<file path="config.mk">
export PLATFORM = sky130hd
export DESIGN_NAME = io_request_unit
export DESIGN_NICKNAME = d
export VERILOG_FILES = /design/src/rtl/io_request_unit.sv
export SDC_FILE = /design/constraint.sdc
export NUM_CORES = 1
export LEC_CHECK = 0
export BUFFER_PORTS_ARGS = -buffer_cell sky130_fd_sc_hd__clkbuf_2
export CAP_MARGIN = 20
export CORE_ASPECT_RATIO = 0.8
export CORE_MARGIN = 4
export CORE_UTILIZATION = 43
export CTS_CLUSTER_DIAMETER = 50
export DETAILED_ROUTE_END_ITERATION = 12
export PLACE_DENSITY = 0.84
export SETUP_SLACK_MARGIN = 0.05
export SKIP_CTS_REPAIR_TIMING = 1
export SLEW_MARGIN = 20
export SYNTH_ARGS = -nofsm -noshare
export SYNTH_HDL_FRONTEND = slang
export SYNTH_SLANG_ARGS = --single-unit
export TNS_END_PERCENT = 50
</file>
<file path="constraint.sdc">
create_clock -name i_clk -period 2.8 [get_ports i_clk]
set_input_delay 0.14 -clock i_clk [delete_from_list [all_inputs] [get_ports i_clk]]
set_output_delay 0.14 -clock i_clk [all_outputs]
set_load 0.02 [all_outputs]
</file>
<file path="src/rtl/io_request_unit.sv">
// io_request_unit: serialises CPU in/out instructions onto a decoupled IO bus.
// One request is in flight at a time. The bus decodes the transfer direction
// from wr_valid/rd_ready, so both are decoded from the state register only.
// A bus wait that runs for TimeoutCycles cycles is abandoned. The response
// then carries timeout=1, and a saturating event counter is bumped.
module io_request_unit #(
  parameter int TimeoutCycles = 1024,
  parameter int CntWidth      = 16
) (
  input  logic                i_clk,
  input  logic                i_rst,
  input  logic                i_req_valid,
  output logic                o_req_ready,
  input  logic                i_req_is_out,
  input  logic [31:0]         i_req_dev_id,
  input  logic [31:0]         i_req_wdata,
  output logic                o_resp_valid,
  input  logic                i_resp_ready,
  output logic [31:0]         o_resp_rdata,
  output logic                o_resp_timeout,
  output logic [31:0]         o_dev_id,
  output logic                if_bus_wr_valid,
  input  logic                if_bus_wr_ready,
  output logic [31:0]         if_bus_wr_bits,
  input  logic                if_bus_rd_valid,
  output logic                if_bus_rd_ready,
  input  logic [31:0]         if_bus_rd_bits,
  output logic [CntWidth-1:0] o_timeout_count
);

  localparam logic [1:0] IDLE  = 2'd0;
  localparam logic [1:0] WRITE = 2'd1;
  localparam logic [1:0] READ  = 2'd2;
  localparam logic [1:0] RESP  = 2'd3;

  localparam int              WW    = (TimeoutCycles > 1) ? $clog2(TimeoutCycles) : 1;
  localparam logic [WW-1:0]   LIMIT = WW'(TimeoutCycles - 1);

  typedef struct packed {
    logic [31:0] rdata;
    logic        timeout;
  } resp_t;

  logic [1:0]          state;
  logic [31:0]         dev_id_q;
  logic [31:0]         wdata_q;
  logic [WW-1:0]       wait_cnt;
  logic [CntWidth-1:0] tmo_cnt;
  resp_t               resp_q;
  logic                wait_hit;

  assign wait_hit = (wait_cnt == LIMIT);

  // The direction of a request lives in the WRITE/READ state itself.
  // Every bus-facing strobe is a pure decode of that state register.
  assign o_req_ready     = (state == IDLE);
  assign o_resp_valid    = (state == RESP);
  assign if_bus_wr_valid = (state == WRITE);
  assign if_bus_rd_ready = (state == READ);
  assign if_bus_wr_bits  = wdata_q;
  assign o_dev_id        = dev_id_q;
  assign o_resp_rdata    = resp_q.rdata;
  assign o_resp_timeout  = resp_q.timeout;
  assign o_timeout_count = tmo_cnt;

  // Request FSM: accept, then wait on the bus with a timeout, then hold the response.
  always_ff @(posedge i_clk or negedge i_rst) begin
    if (!i_rst) begin
      state    <= IDLE;
      dev_id_q <= '0;
      wdata_q  <= '0;
      wait_cnt <= '0;
      tmo_cnt  <= '0;
      resp_q   <= '0;
    end else begin
      case (state)
        IDLE: if (i_req_valid) begin
          dev_id_q <= i_req_dev_id;
          wdata_q  <= i_req_wdata;
          wait_cnt <= '0;
          state    <= i_req_is_out ? WRITE : READ;
        end
        WRITE, READ: begin
          // A handshake in the limit cycle still completes normally.
          if ((state == WRITE) ? if_bus_wr_ready : if_bus_rd_valid) begin
            resp_q.rdata   <= (state == READ) ? if_bus_rd_bits : 32'h0;
            resp_q.timeout <= 1'b0;
            state          <= RESP;
          end else if (wait_hit) begin
            resp_q.rdata   <= 32'h0;
            resp_q.timeout <= 1'b1;
            if (!(&tmo_cnt)) tmo_cnt <= tmo_cnt + 1'b1;
            state          <= RESP;
          end else begin
            wait_cnt <= wait_cnt + 1'b1;
          end
        end
        default: if (i_resp_ready) state <= IDLE;
      endcase
    end
  end

endmodule

</file>
Word level (Yosys, flattened, before mapping)
Index checks and enable logic that the tools add are counted. Widths: inputs -> output; s select.

Register bits: 125. Output and inout port bits: 117.

$add $sub $neg: 2. Equal/unequal tests: 8. Mux-type cells: 14. Bitwise logic cells: 2. Reduce and logical (&&, ||, !) cells: 11.

Operators by type and width (count): $mux 33 (2); $mux 32 (1); $mux 10 (3); $pmux 10 s2 (1); $add 16x1->16 const B (1); $reduce_and 16->1 (1); $add 10x1->10 const B (1); $eq 10x10->1 const B (1); $mux 2 (5); $reduce_and 4->1 (2); $ne 2x2->1 const B (3); $eq 2x2->1 const B (2); $pmux 2 s2 (1); $reduce_and 2->1 (2); $reduce_bool 2->1 (2); $ne 3x3->1 const B (1); $reduce_and 3->1 (1); $reduce_bool 3->1 (1); $eq 2x1->1 const B (1); $logic_not 2->1 (1); $not 1->1 (2); $reduce_or 2->1 (1); $mux 1 (1).

Depth between registers and ports, before layout
Depth in word-level cells: 4. Mapped depth: 8.

Worst setup path before layout
No wires, ideal clock.

Kind: reg2reg. Start point: reg state[1]. End point: reg tmo_cnt[1] (netlist: o_timeout_count[1]). Data arrival time: 1.951 ns. Path slack: 0.724 ns. Stages on the path, launching flop included: 7. Cell sequence: dfrtp_1 inv_1 ha_1 mux2_4 nor4_4 o21ai_2 mux2_4.

Longest elaborated chain between the ends: 4. Elaborated cells between the ends (all ways): 6. Classes of those cells: eq/ne: 2; mux: 1; bitwise: 1; reduce/logical: 2.

RTL lines: start: declaration (RTL line 44) `logic [1:0] state;`; start signal: assignment (RTL line 81) `state <= i_req_is_out ? WRITE : READ;`; $eq 2x1->1 *; named net if_bus_wr_valid (RTL line 22) `output logic if_bus_wr_valid,`; $mux 1 (RTL line 85) `if ((state == WRITE) ? if_bus_wr_ready : if_bus_rd_valid) begin`; $not 1->1 (no line); $reduce_and 4->1 (no line) *; end signal: assignment (RTL line 92) `if (!(&tmo_cnt)) tmo_cnt <= tmo_cnt + 1'b1;`; end: declaration (RTL line 48) `logic [CntWidth-1:0] tmo_cnt;`.

Mark *: on every way through the listed nets, which the timed path passes. The rest lies on a longest branch. A chain may end at the register's enable or synchronous reset.

Final worst setup path
Start point: reg state[1]. End point: reg wait_cnt[0].

Longest elaborated chain between the ends: 4. Elaborated cells between the ends (all ways): 11. Classes of those cells: eq/ne: 5; mux: 2; reduce/logical: 4.

RTL lines: $eq 2x1->1 / $eq 2x2->1 (equally long branches) (RTL line 76, 85); $mux 1 / $reduce_or 2->1 (equally long branches) (RTL line 85, 76); $ne 2x2->1 (no line) / $reduce_bool 2->1 (equally long branches); $reduce_and 4->1 (no line); end signal: assignment (RTL line 95) `wait_cnt <= wait_cnt + 1'b1;`; end: declaration (RTL line 47) `logic [WW-1:0] wait_cnt;`.

Parallel ways exist; a longest one is shown, timed or not.

==> impl_summary.md <==
Synthesis
The count of flip-flops with a built-in enable after synthesis is 0. The summed instance area of the synthesized netlist is 5390 sq um. The Yosys step of the flow raised 0 warnings. The cell count after synthesis is approximately 450. The number of nets handed over by synthesis was between 500 and 600. The cell with the most instances after synthesis is sky130_fd_sc_hd__dfrtp_1. The top cell type by area accounts for 58.0% of the synthesized area. The average cell area after synthesis is between 10 and 15 sq um. By area the synthesized netlist is led by sky130_fd_sc_hd__dfrtp_1 58%, sky130_fd_sc_hd__mux2_2 14%, sky130_fd_sc_hd__nand4_1 4.6%, sky130_fd_sc_hd__o21ai_0 3.3%, sky130_fd_sc_hd__nand2_1 2.9%. Synthesis instantiated 42 different standard cells from the library. Synthesis inferred 125 register bits. The cell type contributing the most total cell area after synthesis is sky130_fd_sc_hd__dfrtp_1. Of all flip-flops after synthesis, the portion carrying an async set or reset was 100%. The register area share after synthesis is 58.0%.

The most used flip-flop cell after synthesis is sky130_fd_sc_hd__dfrtp_1. The commonest cells after synthesis are 125 x sky130_fd_sc_hd__dfrtp_1, 67 x sky130_fd_sc_hd__mux2_2, 41 x sky130_fd_sc_hd__nand2_1.

Run
The max-capacitance violation count is 0.

Run status
The run finished, with violations left. The final reports fail on hold timing.

Clocking
The clock drives 125 sinks. The clock tree synthesis step divided the H-tree into 4 levels. Clock latency on the worst-skew pair, taken at its later pin, is 410 ps. The buffer levels on the longest clock path is 2. Clock tree synthesis inserted a total of 17 buffers. The CTS tree is yes.

CTS placed an instance of sky130_fd_sc_hd__clkbuf_16 at the clock tree root. The clock-pin slew reported for the worst setup and hold paths after clock tree synthesis is 50 ps.

Floorplanning
The total number of placement rows is 36. The y dimension of the die is 108 microns. During I/O placement, the number of pins put on the boundary was 220. Once the floorplan was initialized, standard cells occupied 44.2% of the core. The chip width is 133 microns. The core region is 12200 sq um. The die footprint is 14400 sq um.

Critical path
In this design, the stage delay of the slowest critical-path cell is 470 ps. Walking the worst path, the cells encountered are inv_1 -> ha_1 -> mux2_4 -> a31oi_2 -> o21ai_0 -> mux2_2. For the worst setup path, the data arrival time is 2700 ps. The setup slack of the worst register-to-register path is 370 ps.

The critical path's slowest cell is sky130_fd_sc_hd__mux2_4. The kind of critical path is flip-flop to flip-flop. The startpoint kind of the worst setup timing path is a flip-flop. The kind of end point of the critical path is a flip-flop.

The required time of the critical path is just over 3000 ps. The maximum fanout encountered on the critical timing path is 37.

Timing
Across all setup checks in the final design, the least slack found is 375 ps. The number of hold violations in the final report is 3. For the final routed database, the setup TNS stands at 0 ps. The maximum clock frequency is 412 MHz. The setup skew after layout is around 9.5 ps. The transition time at the pin with the least slew margin is 754 ps. Counting I/O delays and the setup requirement, the final critical path takes around 2400 ps. Setup repair after global routing left no endpoint under its margin. The number of max-slew violations in the final report is 0.

Setup violations remaining at the end of the flow were counted as 0. The relative slew slack is roughly half. Hold timing on the final database bottoms out at a slack of -9.04 ps. The ratio of final minimum period to clock period is 86.6%.

Routing
The number of nets still failing antenna checks after routing is 0. The average wire length per cell after detail routing is roughly 18 microns. The total wire length after detailed routing is 16700 microns. The violation count after the first detailed-route iteration is a little under 300. The first detailed-routing pass took 7 iterations. After detailed routing, the number of vias per cell comes to 5.31. After detailed routing, the number of remaining DRC violations is 0. The total number of vias is slightly below 5000.

Final layout
The final layout net count is 855. The fraction of layout cells with a size suffix above 1 is 43.7%. The final-layout fill cell count is between 800 and 900.

The synthesis-to-layout area growth is 50.8%.

GRT
Entering global routing, the biggest net connects 77 pins. The total congestion overflow after global routing is 0. The via count of the first global-routing pass is 4496. The aggregate global-route resource usage is 19.8%. The global-route wire length before repair is 22800 microns. The number of antenna violations at the first check in global routing was 0.

Power and ir drop
The maximum resistive drop on vdd is 0.619 mV. The static leakage power is around 4 nW. For this design the ratio of total power to cell area is 1070 nW/um^2.

Placed design
The count of buffers added on input and output ports is 219. The wire-length estimate of the detail-placed layout is 10200 microns. The placer congestion estimate is 0.856. At the placement stage, the worst setup path has a slack of 426 ps.

Worst hold path
The worst hold path belongs to the class input port to flip-flop.
[cells in the final DEF (no fill, tap or decap), types with 3 or more instances in the layout]
cell type / n
sky130_fd_sc_hd__inv_1: 6
sky130_fd_sc_hd__o21ai_0: 36
sky130_fd_sc_hd__nor3_1: 6
sky130_fd_sc_hd__a21oi_1: 4
sky130_fd_sc_hd__clkinv_2: 3
sky130_fd_sc_hd__ha_1: 6
sky130_fd_sc_hd__a21o_1: 3
sky130_fd_sc_hd__and3_1: 7
sky130_fd_sc_hd__nor2_1: 9
sky130_fd_sc_hd__nor4_1: 4
sky130_fd_sc_hd__nand3_1: 7
sky130_fd_sc_hd__dfrtp_1: 125
sky130_fd_sc_hd__nand2_1: 40
sky130_fd_sc_hd__clkbuf_16: 17
sky130_fd_sc_hd__clkbuf_2: 218
sky130_fd_sc_hd__bufinv_16: 4
sky130_fd_sc_hd__o211ai_1: 10
sky130_fd_sc_hd__dlygate4sd3_1: 85
sky130_fd_sc_hd__xnor2_1: 14
sky130_fd_sc_hd__buf_4: 6
sky130_fd_sc_hd__a211o_1: 3
sky130_fd_sc_hd__nand4_1: 40
sky130_fd_sc_hd__clkbuf_8: 4
sky130_fd_sc_hd__mux2_2: 67
[worst max-delay path, delay by kind of cell, from the launching register on]
family / cells / cell delay, ps
multiplexers: 2 / 850
AO/OA/AOI/OAI: 2 / 760
flip-flops: 1 / 410
adder cells (fa/ha/maj): 1 / 180
buffers and inverters: 1 / 90
[area by class of cell]
cell class,instances,area (sq um),area share (%)
inverter,6,22.5,0.277
sequential,125,3130,38.5
multi-input combinational,285,2110,26.0
tap,171,214,2.63
clock inverter,7,135,1.66
antenna,1,2.50,0.0308
timing repair buffer,311,2030,24.9
clock buffer,23,488,6.00
[layer usage]
layer	part of all wire (%)	global-route usage, %	vias to the layer above
met5	0	0	-
met4	2.4	7.49	0
met3	8.9	7.26	42
met2	51	31.8	294
met1	38	24.9	2372
li1	-	-	2225
[where the power goes]
group | leakage, nW | internal (mW) | switching, mW
clock | 0.309 | 1.57 | 0.753
sequential | 1.59 | 2.44 | 0.394
combinational | 2.21 | 1.32 | 2.22
total | 4.10 | 5.33 | 3.37
[kinds of logic (layout without fill, tap and decap cells)]
family / count (synthesis) / count (layout) / synth area share, %
flops: 125 / 125 / 58.0
xor+xnor: 14 / 14 / 2.27
mux: 69 / 69 / 14.6
other cells: 0 / 1 / 0
compound gates: 69 / 69 / 8.03
buf+inv: 37 / 347 / 2.95
simple gates: 127 / 127 / 12.8
fa+ha+maj: 6 / 6 / 1.39
[worst paths after layout]
check,from,to,cells past startpoint
hold / removal,if_bus_rd_bits[18],o_resp_rdata[18],3
max in group asynchronous,i_rst,if_bus_wr_bits[26],3
setup reg to reg,state[1],wait_cnt[0],6
setup / recovery,state[1],wait_cnt[0],6
hold reg to reg,o_dev_id[29],o_dev_id[29],1
min in group asynchronous,i_rst,wait_cnt[7],2
[per-stage QoR]
step                area, sq um  total power [mW]  utilization (%)  cells
floorplan                  5390              5.02                -    447
global placement           6650              6.05             54.5    813
detailed placement         6650              6.20             54.5    813
CTS                        7280              8.55             59.6    843
global route               8130              9.14             66.6    928
finish                     8130              8.70             66.6    929
[flip-flops by register name, summed over array words and instances, names as in the netlist]
name and flops:
if_bus_wr_bits 32, o_resp_rdata 32, wait_cnt 10, o_dev_id 32, state 2, o_resp_timeout 1
o_timeout_count 16
(Power assumes the default switching activity.)
